$ cat src/rtl/finalizer_lpf_scheduler.sv
// rtl/finalizer_lpf_scheduler.sv - time-multiplexed first-order IIR low-pass filter bank
// One shared signed MAC evaluates every channel once per sample period; outputs publish together.
module finalizer_lpf_scheduler #(
    parameter int CHANNELS = 4,
    parameter int DIV      = 128,
    parameter int COEF_W   = 18
) (
    input  logic                       clk,
    input  logic                       reset,
    input  logic [16*CHANNELS-1:0]     in_data,
    input  logic [CHANNELS-1:0]        ch_en,
    input  logic                       cfg_we,
    input  logic [2:0]                 cfg_ch,
    input  logic [1:0]                 cfg_sel,
    input  logic signed [COEF_W-1:0]   cfg_data,
    output logic [16*CHANNELS-1:0]     out_data,
    output logic                       out_valid,
    output logic                       busy
);

    localparam int CW = (CHANNELS > 1) ? $clog2(CHANNELS) : 1;
    localparam int NS = 1 << CW;
    localparam int DW = $clog2(DIV);
    localparam int PW = COEF_W + 16;
    localparam int AW = 36;
    localparam logic signed [COEF_W-1:0] B_DEF  = COEF_W'(1722);
    localparam logic signed [COEF_W-1:0] A2_DEF = COEF_W'(-29324);

    generate
        if (CHANNELS < 1 || CHANNELS > 8 || DIV < 4*CHANNELS+3) begin : g_param_chk
            $error("finalizer_lpf_scheduler: CHANNELS must be 1..8 and DIV >= 4*CHANNELS+3");
        end
    endgenerate

    typedef enum logic [2:0] {S_IDLE, S_MAC0, S_MAC1, S_MAC2, S_WB, S_DONE} state_t;

    state_t                    state_q, state_d;
    logic [DW-1:0]             div_q, div_d;
    logic                      tick;
    logic [CW-1:0]             ch_q, ch_d;
    logic signed [COEF_W-1:0]  b1_q [NS];
    logic signed [COEF_W-1:0]  b1_d [NS];
    logic signed [COEF_W-1:0]  b2_q [NS];
    logic signed [COEF_W-1:0]  b2_d [NS];
    logic signed [COEF_W-1:0]  a2_q [NS];
    logic signed [COEF_W-1:0]  a2_d [NS];
    logic signed [COEF_W-1:0]  sh_b1_q [NS];
    logic signed [COEF_W-1:0]  sh_b1_d [NS];
    logic signed [COEF_W-1:0]  sh_b2_q [NS];
    logic signed [COEF_W-1:0]  sh_b2_d [NS];
    logic signed [COEF_W-1:0]  sh_a2_q [NS];
    logic signed [COEF_W-1:0]  sh_a2_d [NS];
    logic signed [15:0]        sh_x_q [NS];
    logic signed [15:0]        sh_x_d [NS];
    logic [NS-1:0]             sh_en_q, sh_en_d;
    logic signed [15:0]        x1_q [NS];
    logic signed [15:0]        x1_d [NS];
    logic signed [15:0]        y1_q [NS];
    logic signed [15:0]        y1_d [NS];
    logic signed [15:0]        res_q [NS];
    logic signed [15:0]        res_d [NS];
    logic signed [AW-1:0]      acc_q, acc_d;
    logic [16*CHANNELS-1:0]    out_data_q, out_data_d;
    logic                      out_valid_q, out_valid_d;

    logic                      cfg_hit;
    logic signed [COEF_W-1:0]  coef_op;
    logic signed [15:0]        data_op;
    logic signed [PW-1:0]      coef_x, data_x, prod;
    logic signed [AW-1:0]      prod_ext, acc_sh;
    logic signed [15:0]        y_sat, x_cur;

    assign tick      = (div_q == DW'(DIV-1));
    assign div_d     = tick ? '0 : div_q + 1'b1;
    assign cfg_hit   = cfg_we && ({29'd0, cfg_ch} < 32'(CHANNELS));
    assign busy      = (state_q != S_IDLE);
    assign out_data  = out_data_q;
    assign out_valid = out_valid_q;

    // Live coefficients; only the snapshot copies feed the datapath.
    always_comb begin
        b1_d = b1_q;
        b2_d = b2_q;
        a2_d = a2_q;
        if (cfg_hit) begin
            case (cfg_sel)
                2'd0:    b1_d[cfg_ch[CW-1:0]] = cfg_data;
                2'd1:    b2_d[cfg_ch[CW-1:0]] = cfg_data;
                2'd2:    a2_d[cfg_ch[CW-1:0]] = cfg_data;
                default: ;
            endcase
        end
    end

    always_comb begin
        coef_op = sh_b1_q[ch_q];
        data_op = sh_x_q[ch_q];
        case (state_q)
            S_MAC1: begin
                coef_op = sh_b2_q[ch_q];
                data_op = x1_q[ch_q];
            end
            S_MAC2: begin
                coef_op = sh_a2_q[ch_q];
                data_op = y1_q[ch_q];
            end
            default: ;
        endcase
    end

    assign coef_x   = {{16{coef_op[COEF_W-1]}}, coef_op};
    assign data_x   = {{COEF_W{data_op[15]}}, data_op};
    assign prod     = coef_x * data_x;
    assign prod_ext = {{(AW-PW){prod[PW-1]}}, prod};
    assign acc_sh   = acc_q >>> 15;
    assign x_cur    = sh_x_q[ch_q];

    always_comb begin
        if (acc_sh > 36'sd32767)
            y_sat = 16'sh7fff;
        else if (acc_sh < -36'sd32768)
            y_sat = 16'sh8000;
        else
            y_sat = acc_sh[15:0];
    end

    always_comb begin
        state_d     = state_q;
        ch_d        = ch_q;
        acc_d       = acc_q;
        sh_b1_d     = sh_b1_q;
        sh_b2_d     = sh_b2_q;
        sh_a2_d     = sh_a2_q;
        sh_x_d      = sh_x_q;
        sh_en_d     = sh_en_q;
        x1_d        = x1_q;
        y1_d        = y1_q;
        res_d       = res_q;
        out_data_d  = out_data_q;
        out_valid_d = 1'b0;
        case (state_q)
            S_IDLE: begin
                if (tick) begin
                    sh_b1_d = b1_q;
                    sh_b2_d = b2_q;
                    sh_a2_d = a2_q;
                    sh_en_d = NS'(ch_en);
                    for (int k = 0; k < CHANNELS; k++)
                        sh_x_d[k] = in_data[16*k +: 16];
                    ch_d    = '0;
                    state_d = S_MAC0;
                end
            end
            S_MAC0: begin
                acc_d   = prod_ext;
                state_d = S_MAC1;
            end
            S_MAC1: begin
                acc_d   = acc_q + prod_ext;
                state_d = S_MAC2;
            end
            S_MAC2: begin
                acc_d   = acc_q - prod_ext;
                state_d = S_WB;
            end
            S_WB: begin
                // A disabled channel passes its input through and restarts from zero state.
                if (sh_en_q[ch_q]) begin
                    res_d[ch_q] = y_sat;
                    x1_d[ch_q]  = x_cur;
                    y1_d[ch_q]  = y_sat;
                end else begin
                    res_d[ch_q] = x_cur;
                    x1_d[ch_q]  = '0;
                    y1_d[ch_q]  = '0;
                end
                if (ch_q == CW'(CHANNELS-1)) begin
                    state_d = S_DONE;
                end else begin
                    ch_d    = ch_q + 1'b1;
                    state_d = S_MAC0;
                end
            end
            S_DONE: begin
                for (int k = 0; k < CHANNELS; k++)
                    out_data_d[16*k +: 16] = res_q[k];
                out_valid_d = 1'b1;
                state_d     = S_IDLE;
            end
            default: state_d = S_IDLE;
        endcase
    end

    always_ff @(posedge clk or negedge reset) begin
        if (!reset) begin
            state_q     <= S_IDLE;
            div_q       <= '0;
            ch_q        <= '0;
            acc_q       <= '0;
            sh_en_q     <= '0;
            out_data_q  <= '0;
            out_valid_q <= 1'b0;
            for (int k = 0; k < NS; k++) begin
                b1_q[k]    <= B_DEF;
                b2_q[k]    <= B_DEF;
                a2_q[k]    <= A2_DEF;
                sh_b1_q[k] <= B_DEF;
                sh_b2_q[k] <= B_DEF;
                sh_a2_q[k] <= A2_DEF;
                sh_x_q[k]  <= '0;
                x1_q[k]    <= '0;
                y1_q[k]    <= '0;
                res_q[k]   <= '0;
            end
        end else begin
            state_q     <= state_d;
            div_q       <= div_d;
            ch_q        <= ch_d;
            acc_q       <= acc_d;
            sh_en_q     <= sh_en_d;
            out_data_q  <= out_data_d;
            out_valid_q <= out_valid_d;
            b1_q        <= b1_d;
            b2_q        <= b2_d;
            a2_q        <= a2_d;
            sh_b1_q     <= sh_b1_d;
            sh_b2_q     <= sh_b2_d;
            sh_a2_q     <= sh_a2_d;
            sh_x_q      <= sh_x_d;
            x1_q        <= x1_d;
            y1_q        <= y1_d;
            res_q       <= res_d;
        end
    end

endmodule
$ cat config.mk
export PLATFORM = sky130hd
export DESIGN_NAME = finalizer_lpf_scheduler
export DESIGN_NICKNAME = d
export VERILOG_FILES = /design/src/rtl/finalizer_lpf_scheduler.sv
export SDC_FILE = /design/constraint.sdc
export NUM_CORES = 2
export LEC_CHECK = 0
export ABC_AREA = 1
export CAP_MARGIN = 5
export CORE_MARGIN = 2
export CORE_UTILIZATION = 63
export CTS_CLUSTER_DIAMETER = 100
export DETAILED_ROUTE_END_ITERATION = 16
export GPL_TIMING_DRIVEN = 0
export PLACE_DENSITY_LB_ADDON = 0.05
export SLEW_MARGIN = 20
export SYNTH_ARGS = -nofsm -noshare
export SYNTH_HDL_FRONTEND = slang
export SYNTH_SLANG_ARGS = --single-unit
$ cat constraint.sdc
create_clock -name clk -period 11.09 [get_ports clk]
set_input_delay 2.7725 -clock clk [delete_from_list [all_inputs] [get_ports clk]]
set_output_delay 2.7725 -clock clk [all_outputs]
set_load 0.03 [all_outputs]
==> impl_metrics.ini <==
[min_path]
worstHoldPathType = reg2reg

[drt]
vias = 41260
drc = 0
wl_per_cell_um = 22.54
viasPerCell = 6.021
routed_wl_um = 154500
drtAntennaViolNets = 0
drt-pass1-iter-count = 8
drt_iter0_markers = 4724

[synth]
syn_nets = 5979
syn_area_per_cell_um2 = 8.934
synth.distinct_cells = 61
yosys.area_share.adder_pct = 15.18
synth_common_cells = nand2_1, inv_1, dfrtp_1
syn_area_mm2 = 0.04884
yosysWarnings = 0
yosys.area_share.simple_pct = 16.36
synthXorXnorAreaFrac_pct = 1.122
synth-seq-area-share_pct = 41.73
synth_compound_area_share_pct = 11.39
synth_edf_count = 0
ys_top_cells_by_area = dfrtp_1, fa_1, dfstp_2
ys_seq_elements = 805
synth_top_family_by_area = simple AND/OR/NAND/NOR gates
synth-async-reset-ratio_pct = 100.0
synth.largest_area_cell = dfrtp_1
synthFlopType = dfrtp_1
netlist_instances = 5467
synth_top_cell_area_share_pct = 31.41
synth.area.mux_share_pct = 6.525
synthMostInstantiatedCell = nand2_1

[floorplan]
die_area_mm2 = 0.07977
io-pin-count = 160
core_mm2 = 0.07708
start_util_pct = 63.36
row_count = 102
die_height_um = 282.4
die_w_um = 282.4

[placement]
gp_congestion = 1.013
place_area_mm2 = 0.05199
io_buffer_count = 159
dp.cells = 6675
hpwl_um = 118300
place_ws_ps = -732.9

[critical_path]
path_delay_family = adder cells
setup.worst_path.class = reg2reg
cp.arrival_ps = 11400
cpPeakStageDelay_ps = 770
cpMostUsedCell = nand2_1
cp.required_ps = 11650
slowest_stage = buf_1
crit_fanout = 10
critPathCaptureType = flop
worstSetupStartpointType = flop
crit_buf_inv = 11

[timing]
fin_crit_sh_pct = 97.78
max_freq_mhz = 92.22
hold_violations = 0
finalSetupTns_ps = 0
rsz0062_at_grt = true
min_period_ps = 10840
worstMarginPinSlew_ps = 1175
setup_ws_ps = 246.5
setup_violations = 0
skew_ps = 52.41
finalMaxSlewViolations = 0
slew_headroom_pct = 20.86

[global_routing]
grt_max_degree = 101
grt_pass1_wl_um = 236300
antenna_found_initial = 3
grt_usage_pct = 39.48
grt_overflow = 0
first_global_vias = 40820

[pwr]
power.internal_uw = 4973
power_density_mw_per_mm2 = 118.2
comb_power_share_pct = 7.0
pwr-share-clk_pct = 44.0
switchingPower_uw = 1613
peakVddDrop_v = 0.0001334
leakagePower_uw = 0.02712
p_seq_share_pct = 49.0
power_switching_share_pct = 24.49

[clocking]
cts_buffers = 83
hold_buffers = 0
clock_latency_ps = 660
cts_tree = done
cts_root_buf = clkbuf_16
clkTransAtPathRegs_ps = 60
cts.sinks = 805
cts_buffer_depth = 3
htreeDepth = 3

[cells_and_area]
seqCellArea_mm2 = 0.02039
final_cells = 6852
final_util_pct = 72.28
syn_to_final_growth_pct = 14.07
multiInputGateArea_mm2 = 0.02518
fillers = 5940
fin_nets = 6260
drive_gt1_share_pct = 15.54
stdcell_area_mm2 = 0.05571

[run_status]
outcome = completed

[job]
cap_violations = 0
flip-flops by register name, indices dropped and copies added (netlist names):
register / count
acc_q: 36
sh_en_q: 4
x1_q: 64
a2_q: 72
state_q: 3
div_q: 7
b2_q: 72
b1_q: 72
sh_x_q: 64
y1_q: 64
out_data: 64
res_q: 64
sh_b2_q: 72
ch_q: 2
out_valid: 1
sh_a2_q: 72
sh_b1_q: 72
placed cells by master, fill, tap and decap left out, types with 13 or more instances in the layout:
cell type	count
o221ai_1	35
clkinv_2	15
nand2_1	1223
o21a_1	44
a32o_1	26
a21oi_1	176
a31oi_1	28
clkbuf_4	22
mux2_2	283
nand4_1	25
ha_1	122
nand3_2	16
o22ai_1	42
nor3_1	15
or2_2	16
clkbuf_8	15
nand2_2	13
buf_4	46
fa_1	289
clkbuf_1	167
clkbuf_16	83
o21ai_0	541
clkbuf_2	19
inv_1	664
dfrtp_1	612
xor2_1	46
dfstp_2	192
inv_2	23
a22oi_1	20
nor2_2	16
clkdlybuf4s50_1	158
nand3_4	16
o211ai_1	19
o21ai_1	14
nor2_1	418
buf_2	34
buf_1	19
nand3_1	142
tightest hold or removal path, stage by stage, from the launching register on:
cell and delay [ps]:
dfrtp_1 340, nand2_1 50, nand2_1 50
per-layer routing:
layer,vias up,part of all wire [%],track usage [%]
li1,18200,-,-
met1,20210,39,52.14
met2,2317,46,62.06
met3,533,9.7,8.673
met4,4,5.5,19.50
met5,-,0.017,0
power groups by stage:
stage	clock network [uW]	logic [uW]	registers [uW]
floorplan	0	242	3250
finish	2900	461	3230
CTS	2900	448	3230
global placement	0	419	3280
detailed placement	0	443	3270
global route	3030	519	3250
kinds of logic (layout without fill, tap and decap cells):
group | Yosys count | after routing
DFF | 805 | 805
muxes | 283 | 283
adders and majority gates | 418 | 418
and+or+nand+nor | 1954 | 1954
buffers and inverters | 969 | 1313
xor gates and xnor gates | 60 | 60
other | 0 | 1
AOI/OAI and AO/OA | 978 | 978
final timing paths:
kind / from / to / slack (ps) / cells after the start
min reg2reg: out_data[39] / out_data[39] / 470 / 2
min: out_data[39] / out_data[39] / 470 / 2
max reg2reg: state_q[1] / acc_q[35] / 250 / 47
max in group asynchronous: reset / a2_q[29] / 7390 / 4
max: state_q[1] / acc_q[35] / 250 / 47
min in group asynchronous: reset / out_data[61] / 1960 / 1
stage by stage:
stage	hold slack, ps	power (uW)
final	467.0	6586
after detailed placement	457.8	3718
after global routing	488.4	6791
after CTS	458.9	6573
after global placement	449.3	3698
after floorplan	432.9	3491
what timing repair did:
item	CTS	global route
resized for setup	58	148
setup buffers	1	27
setup endpoints to repair	17	17
pin swaps	1	12
endpoints found under the hold margin	0	0
area by class of cell:
| class | instances | share of cell area [%] |
|---|---|---|
| tap | 1040 | 2.336 |
| sequential | 805 | 36.59 |
| timing repair buffer | 196 | 3.710 |
| buffer | 266 | 2.248 |
| antenna | 1 | 0.004491 |
| multi-input combinational | 3693 | 45.20 |
| inverter | 703 | 4.799 |
| clock inverter | 32 | 0.8916 |
| clock buffer | 116 | 4.220 |
No activity file was read; power rests on OpenSTA's default activity.
